===== src/rtl/md_k2h_record_packer.sv =====
// Packs REC_WIDTH particle records into AXIS_TDATA_WIDTH k2h beats, closing beats on the
// record-level last flag or a full beat, and closing packets on last or a programmable beat limit.
module md_k2h_record_packer #(
    parameter int AXIS_TDATA_WIDTH      = 512,
    parameter int REC_WIDTH             = 192,
    parameter int STREAMING_TDEST_WIDTH = 16
) (
    input  logic                               ap_clk,
    input  logic                               ap_rst_n,
    input  logic [REC_WIDTH-1:0]               rec_tdata,
    input  logic                               rec_tvalid,
    input  logic                               rec_tlast,
    output logic                               rec_tready,
    input  logic [STREAMING_TDEST_WIDTH-1:0]   cfg_dest,
    input  logic [15:0]                        cfg_max_beats,
    output logic [AXIS_TDATA_WIDTH-1:0]        M_AXIS_k2h_tdata,
    output logic [AXIS_TDATA_WIDTH/8-1:0]      M_AXIS_k2h_tkeep,
    output logic                               M_AXIS_k2h_tvalid,
    output logic                               M_AXIS_k2h_tlast,
    output logic [STREAMING_TDEST_WIDTH-1:0]   M_AXIS_k2h_tdest,
    input  logic                               M_AXIS_k2h_tready,
    output logic [31:0]                        frames_sent,
    output logic                               busy
);

    localparam int RECS_PER_BEAT = AXIS_TDATA_WIDTH / REC_WIDTH;
    localparam int REC_BYTES     = REC_WIDTH / 8;
    localparam int ACC_W         = RECS_PER_BEAT * REC_WIDTH;
    localparam int SLOT_W        = (RECS_PER_BEAT > 1) ? $clog2(RECS_PER_BEAT) : 1;
    localparam logic [SLOT_W-1:0] LAST_SLOT = SLOT_W'(RECS_PER_BEAT - 1);

    logic [ACC_W-1:0]                 r_acc;
    logic [SLOT_W-1:0]                r_slot;
    logic [15:0]                      r_beat_cnt;
    logic [STREAMING_TDEST_WIDTH-1:0] r_pkt_dest;
    logic [AXIS_TDATA_WIDTH-1:0]      r_tdata;
    logic [AXIS_TDATA_WIDTH/8-1:0]    r_tkeep;
    logic                             r_tvalid;
    logic                             r_tlast;
    logic [STREAMING_TDEST_WIDTH-1:0] r_tdest;
    logic [31:0]                      r_frames;

    logic                             w_accept;
    logic                             w_close;
    logic                             w_first;
    logic [STREAMING_TDEST_WIDTH-1:0] w_dest;
    logic [16:0]                      w_beat_num;
    logic                             w_limit_hit;
    logic                             w_end_pkt;
    logic [ACC_W-1:0]                 w_acc_merged;
    logic [AXIS_TDATA_WIDTH-1:0]      w_tdata_next;
    logic [AXIS_TDATA_WIDTH/8-1:0]    w_tkeep_next;

    assign rec_tready  = !r_tvalid | M_AXIS_k2h_tready;
    assign w_accept    = rec_tvalid & rec_tready;
    assign w_close     = w_accept & (rec_tlast | (r_slot == LAST_SLOT));
    assign w_first     = (r_slot == '0) && (r_beat_cnt == '0);
    // The packet's first record may close its own beat, so bypass the latch in that case.
    assign w_dest      = w_first ? cfg_dest : r_pkt_dest;
    assign w_beat_num  = {1'b0, r_beat_cnt} + 17'd1;
    assign w_limit_hit = (cfg_max_beats != '0) && (w_beat_num >= {1'b0, cfg_max_beats});
    assign w_end_pkt   = rec_tlast | w_limit_hit;

    always_comb begin
        w_acc_merged = r_acc;
        w_tkeep_next = '0;
        w_tdata_next = '0;
        for (int unsigned k = 0; k < RECS_PER_BEAT; k++) begin
            if (k == 32'(r_slot))
                w_acc_merged[k*REC_WIDTH +: REC_WIDTH] = rec_tdata;
            if (k <= 32'(r_slot))
                w_tkeep_next[k*REC_BYTES +: REC_BYTES] = {REC_BYTES{1'b1}};
        end
        w_tdata_next[ACC_W-1:0] = w_acc_merged;
    end

    always_ff @(posedge ap_clk) begin
        if (!ap_rst_n) begin
            r_acc      <= '0;
            r_slot     <= '0;
            r_beat_cnt <= '0;
            r_pkt_dest <= '0;
            r_tdata    <= '0;
            r_tkeep    <= '0;
            r_tvalid   <= 1'b0;
            r_tlast    <= 1'b0;
            r_tdest    <= '0;
            r_frames   <= '0;
        end else begin
            if (w_accept && w_first)
                r_pkt_dest <= cfg_dest;

            if (w_close) begin
                r_acc   <= '0;
                r_slot  <= '0;
                r_tdata <= w_tdata_next;
                r_tkeep <= w_tkeep_next;
                r_tlast <= w_end_pkt;
                r_tdest <= w_dest;
                if (w_end_pkt)
                    r_beat_cnt <= '0;
                else if (r_beat_cnt != '1)
                    r_beat_cnt <= r_beat_cnt + 16'd1;
            end else if (w_accept) begin
                r_acc  <= w_acc_merged;
                r_slot <= r_slot + SLOT_W'(1);
            end

            if (w_close)
                r_tvalid <= 1'b1;
            else if (M_AXIS_k2h_tready)
                r_tvalid <= 1'b0;

            if (r_tvalid && M_AXIS_k2h_tready && r_tlast)
                r_frames <= r_frames + 32'd1;
        end
    end

    assign M_AXIS_k2h_tdata  = r_tdata;
    assign M_AXIS_k2h_tkeep  = r_tkeep;
    assign M_AXIS_k2h_tvalid = r_tvalid;
    assign M_AXIS_k2h_tlast  = r_tlast;
    assign M_AXIS_k2h_tdest  = r_tdest;
    assign frames_sent       = r_frames;
    assign busy              = (r_slot != '0) | r_tvalid | (r_beat_cnt != '0);

endmodule


===== config.mk =====
export PLATFORM = sky130hd
export DESIGN_NAME = md_k2h_record_packer
export DESIGN_NICKNAME = d
export VERILOG_FILES = /design/src/rtl/md_k2h_record_packer.sv
export SDC_FILE = /design/constraint.sdc
export NUM_CORES = 2
export LEC_CHECK = 0
export ABC_AREA = 0
export CAP_MARGIN = 20
export CORE_AREA = 5 5 329 331
export DETAILED_ROUTE_END_ITERATION = 10
export DIE_AREA = 0 0 334 336
export SLEW_MARGIN = 0
export SYNTH_ARGS = -nofsm -noshare
export SYNTH_HDL_FRONTEND = slang
export SYNTH_SLANG_ARGS = --single-unit

===== constraint.sdc =====
create_clock -name ap_clk -period 3.5 [get_ports ap_clk]
set_input_delay 1.05 -clock ap_clk [delete_from_list [all_inputs] [get_ports ap_clk]]
set_output_delay 1.05 -clock ap_clk [all_outputs]
set_load 0.02 [all_outputs]

# Yosys cells after proc, flatten, opt, wreduce, memory -nomap -nowiden
# Index checks and enable logic that the tools add are counted.
# W data, S select, Z words.
[word_totals] reg_bits=899 in_bits=229 output_inout_bits=628 wordCells=47
[classes] n_addsub=4 n_lt_le_gt_ge=2 eq_ne=1 muxes=8 n_bitwise=9 n_reduce_logical=13
[ops] cell="$mux W192" count=2
[ops] cell="$mux W16" count=3
[ops] cell="$add A32 B1 Y32 const B" count=1
[ops] cell="$reduce_bool A16 Y1" count=2
[ops] cell="$mux W24" count=1
[ops] cell="$add A16 B1 Y17 const B" count=1
[ops] cell="$ge A17 B16 Y1" count=1
[ops] cell="$add A16 B1 Y16 const B" count=1
[ops] cell="$logic_not A16 Y1" count=1
[ops] cell="$ne A16 B16 Y1 const B" count=1
[ops] cell="$logic_and A1 B1 Y1" count=5
[ops] cell="$or A1 B1 Y1" count=5
[ops] cell="$reduce_bool A2 Y1" count=2
[ops] cell="$and A1 B1 Y1" count=2
[ops] cell="$mux W1" count=2
[ops] cell="$not A1 Y1" count=2
[ops] cell="$reduce_and A2 Y1" count=1
[ops] cell="$reduce_or A2 Y1" count=1
[ops] cell="$add A1 B1 Y1 const B" count=1
[ops] cell="$le A1 B1 Y1 const A" count=1
[ops] cell="$logic_not A1 Y1" count=1

# Logic depth before layout (Yosys ltp)
[depth] depth_word=6 depth_mapped=14 depth_no_buf=13

# Worst setup path after synthesis
# OpenSTA, ideal clock, no wires.
[synth_path] path_kind="reg2reg" startpoint="register r_beat_cnt[0]" endpoint="register r_beat_cnt[3]" setup_ns=0.114 arrival_time_ns=2.811 t_required_ns=3.386 setup_slack_ns=0.576 path_stages_with_launch=14 n_path_buf=0 period_less_slack_ns=2.924 path_cell_list="dfxtp_1 > inv_1 > nor3_1 > and3_1 > nand3_1 > xnor2_1 > ha_1 > nand4_1 > nor3_1 > nand2_1 > o2111ai_1 > o32ai_2 > a41o_1 > a21o_1"
[synth_between] elab_chain_cells=6 elab_cells_between_ends=10 cone_classes="add/sub (2); order compare (1); eq/ne (1); mux (2); bitwise (1); reduce/logical (3)"
[synth_lines] element="start: declaration" line="34" text="logic [15:0] r_beat_cnt;"
[synth_lines] element="start signal: assignment" line="103" text="r_beat_cnt <= r_beat_cnt + 16'd1;"
[synth_lines] element="$add A16 B1 Y17" line="60" text="assign w_beat_num = {1'b0, r_beat_cnt} + 17'd1;"
[synth_lines] element="$ge A17 B16 Y1" line="61" text="assign w_limit_hit = (cfg_max_beats != '0) && (w_beat_num >= {1'b0, cfg_max_beats});"
[synth_lines] element="$logic_and A1 B1 Y1" line="61"
[synth_lines] element="$or A1 B1 Y1" line="62" text="assign w_end_pkt = rec_tlast | w_limit_hit;"
[synth_lines] element="$reduce_bool A2 Y1 (no line)"
[synth_lines] element="$reduce_and A2 Y1 (no line)"
# Several ways; a longest one is shown, not always the timed one. The select of a mux whose other input is x is not followed.
# A chain may end at the register's enable or synchronous reset.

# Worst setup path after layout
[layout_path] startpoint="register r_beat_cnt[0]" endpoint="output port busy"
[layout_between] elab_chain_cells=2
[layout_lines] element="$reduce_bool A16 Y1" line="125" text="assign busy = (r_slot != '0) | r_tvalid | (r_beat_cnt != '0);"
[layout_lines] element="$or A1 B1 Y1" line="125"
[layout_lines] element="end: declaration" line="23" text="output logic busy"
# No other way between the ends.

==> metrics.txt <==
status=completed; # nets final=roughly 4,900; starting density of the core=0.349; P_leak=roughly 22 nW; CP peak stage delay=about 350 ps; Slew Limit Headroom=0.294; Worst EP arrival=2320 ps; CP required=~2500 ps; Final Skew=32.2 ps; H-Tree Depth=3; # fillers=10,200; final-report hold violation count=0; die area=between 0.1 and 0.15 mm2; Peak VDD IR=roughly 400 uV; Netlist cell types=63; Yosys top cell area share=0.467; Root Driver=clkbuf_16; drt pass-1 iters=7; post-CTS setup buffers=0; drt drc=0; worst-margin pin slew=roughly 1100 ps; largest net degree at the start of global routing=around 130; Hold WC Path Type=reg -> reg; Clock transition at path regs=approximately 60 ps; Die Y=approximately 340 um; IO Count=around 860; Syn Inst Count=roughly 4,000; initial DRC count=1,799; Startpoint Class=flop; max_cap viols=0; synth top area cells=dfxtp_1 (47%), nand2_1 (13%), mux2i_1 (11%); Mapped Area=approximately 0.037 mm2; HPWL after DPL=roughly 80 mm; slowest CP cell=dfxtp_1; antenna violations before repair=25; Hold Buf Count CTS=0; TritonCTS clock tree=done; Rows=119; total number of vias=around 30,000; FMAX=0.297 GHz; setup violators final=0; yosys warns=0; Final WS setup=133 ps; dpl ws=-203 ps; crit-path cells=inv_1 > buf_4 > ha_1 > nor4b_4 > nand4_1 > or2_2 > clkdlybuf4s15_2; DRT antenna net count=0; RSZ-0062 raised after global routing=no; pwr/cell area=around 520 mW/mm2; area grow syn2layout=31.6%; GPL Wtd Cong=around 0.80; Die Wd=about 330 um; register area share after synthesis=0.467; kind of critical path=reg -> out; WL/cell=roughly 19 um; Worst-Skew Late Latency=between 600 and 700 ps; first-pass GRT wire length=between 150 and 200 mm; IO buf count=between 700 and 800; vias in the first global route=between 20,000 and 30,000; min Tclk post-route=roughly 3400 ps; GR Util All Layers=0.195; Worst setup EP type=output pin; Post-synth EDFFs=0; CTS max path bufs=3; clock buffer count from CTS=95; Synth Flop Type=dfxtp_1; layout cell share with drive strength beyond 1=0.0694; average cell area after synthesis=around 9 um2; top-count cell post-synth=nand2_1; setup_tns=0 ps; fin. max-slew vios=0; Clock Sinks=around 850; list of most frequent post-synthesis cells=nand2_1 (1,234), dfxtp_1 (853), mux2i_1 (402), o211a_1 (400), a21oi_1 (390); period utilization=0.962; share of flip-flops with an asynchronous set or reset=0; GRT Residual Overflow=0; Avg Vias per Cell=around 4.9; WL final=approximately 120 mm; core region area=roughly 0.10 mm2; CP Max Fanout=4; Seq cells post-synth=roughly 850; dominant cell type by area after synthesis=dfxtp_1
kinds of logic after synthesis:
logic type / count (synthesis) / share of synthesized area
fa+ha+maj: 19 / 0.00650
other cells: 1 / 0.000103
simple gates: 1366 / 0.151
xor+xnor: 43 / 0.0103
buf+inv: 531 / 0.0794
flops: 853 / 0.467
mux: 402 / 0.110
compound gates: 848 / 0.175
placed cells by master (no fill, tap or decap), types with 24 or more instances in the layout:
cell | synthesis | layout
a21oi_1 | 390 | 390
and2_1 | 31 | 31
buf_12 | 0 | 45
buf_4 | 191 | 102
clkbuf_1 | 174 | 24
clkbuf_16 | 0 | 96
clkbuf_8 | 0 | 24
clkdlybuf4s50_1 | 0 | 710
conb_1 | 1 | 144
dfxtp_1 | 853 | 852
mux2i_1 | 402 | 402
nand2_1 | 1234 | 1233
o211a_1 | 400 | 400
xnor2_1 | 34 | 34
metal layers:
layer,up-vias,GRT usage,share of wire
li1,14700,-,-
met1,14300,0.237,0.42
met5,-,0,0.00035
met3,179,0.0552,0.072
met4,6,0.0721,0.031
met2,794,0.331,0.47
critical path, delay by kind of cell (launching register included):
| kind | cells | cell delay (ps) |
|---|---|---|
| buffers and inverters | 3 | 480 |
| flip-flops | 1 | 350 |
| adder cells (fa/ha/maj) | 1 | 140 |
| AND/OR/NAND/NOR | 3 | 710 |
final cells by class:
class / count / area [um2] / area share
antenna: 19 / 47.5 / 0.000989
clock buffer: 144 / 2820 / 0.0587
tap: 1391 / 1740 / 0.0362
timing repair buffer: 859 / 8800 / 0.183
clock inverter: 27 / 358 / 0.00744
sequential: 853 / 17100 / 0.355
multi-input combinational: 2822 / 17200 / 0.357
inverter: 18 / 67.6 / 0.00140
final timing paths:
path                            slack, ps           from            end  depth (start not counted)
worst max-delay path                  130  r_beat_cnt[0]           busy                          7
worst min-delay path                  450      r_acc[50]      r_acc[50]                          2
worst max register to register        240  r_beat_cnt[0]  r_beat_cnt[9]                         13
worst min register to register        450      r_acc[50]      r_acc[50]                          2
flip-flops by register name, indices dropped and copies added, names as in the netlist:
signal,count
r_acc,384
M_AXIS_k2h_tvalid,1
M_AXIS_k2h_tdest,16
r_slot,1
M_AXIS_k2h_tkeep,2
M_AXIS_k2h_tlast,1
r_beat_cnt,16
M_AXIS_k2h_tdata,384
frames_sent,32
r_pkt_dest,16
per-stage QoR:
stage	hold WS [ps]	std cells	instance area (um2)	util	total power, mW
final	451	6133	48100	0.459	25.1
after global routing	466	6126	48100	0.459	26.2
after CTS	453	6114	48000	0.458	25.5
after detailed placement	445	5943	44800	0.428	15.2
after global placement	440	5943	44800	0.428	15.2
after floorplan	435	4206	37100	-	13.3
report_power, final:
group / switching [mW] / internal [mW] / total, mW
combinational: 2.43 / 1.87 / 4.30
clock: 4.15 / 6.01 / 10.2
sequential: 0.369 / 10.3 / 10.7
what timing repair did:
action	CTS	global route
endpoints found under the setup margin	1	17
resized for setup	5	3
cloned	0	0
pin swaps	1	0
hold endpoints to repair	0	0
Power figures use the tool's default switching activity.
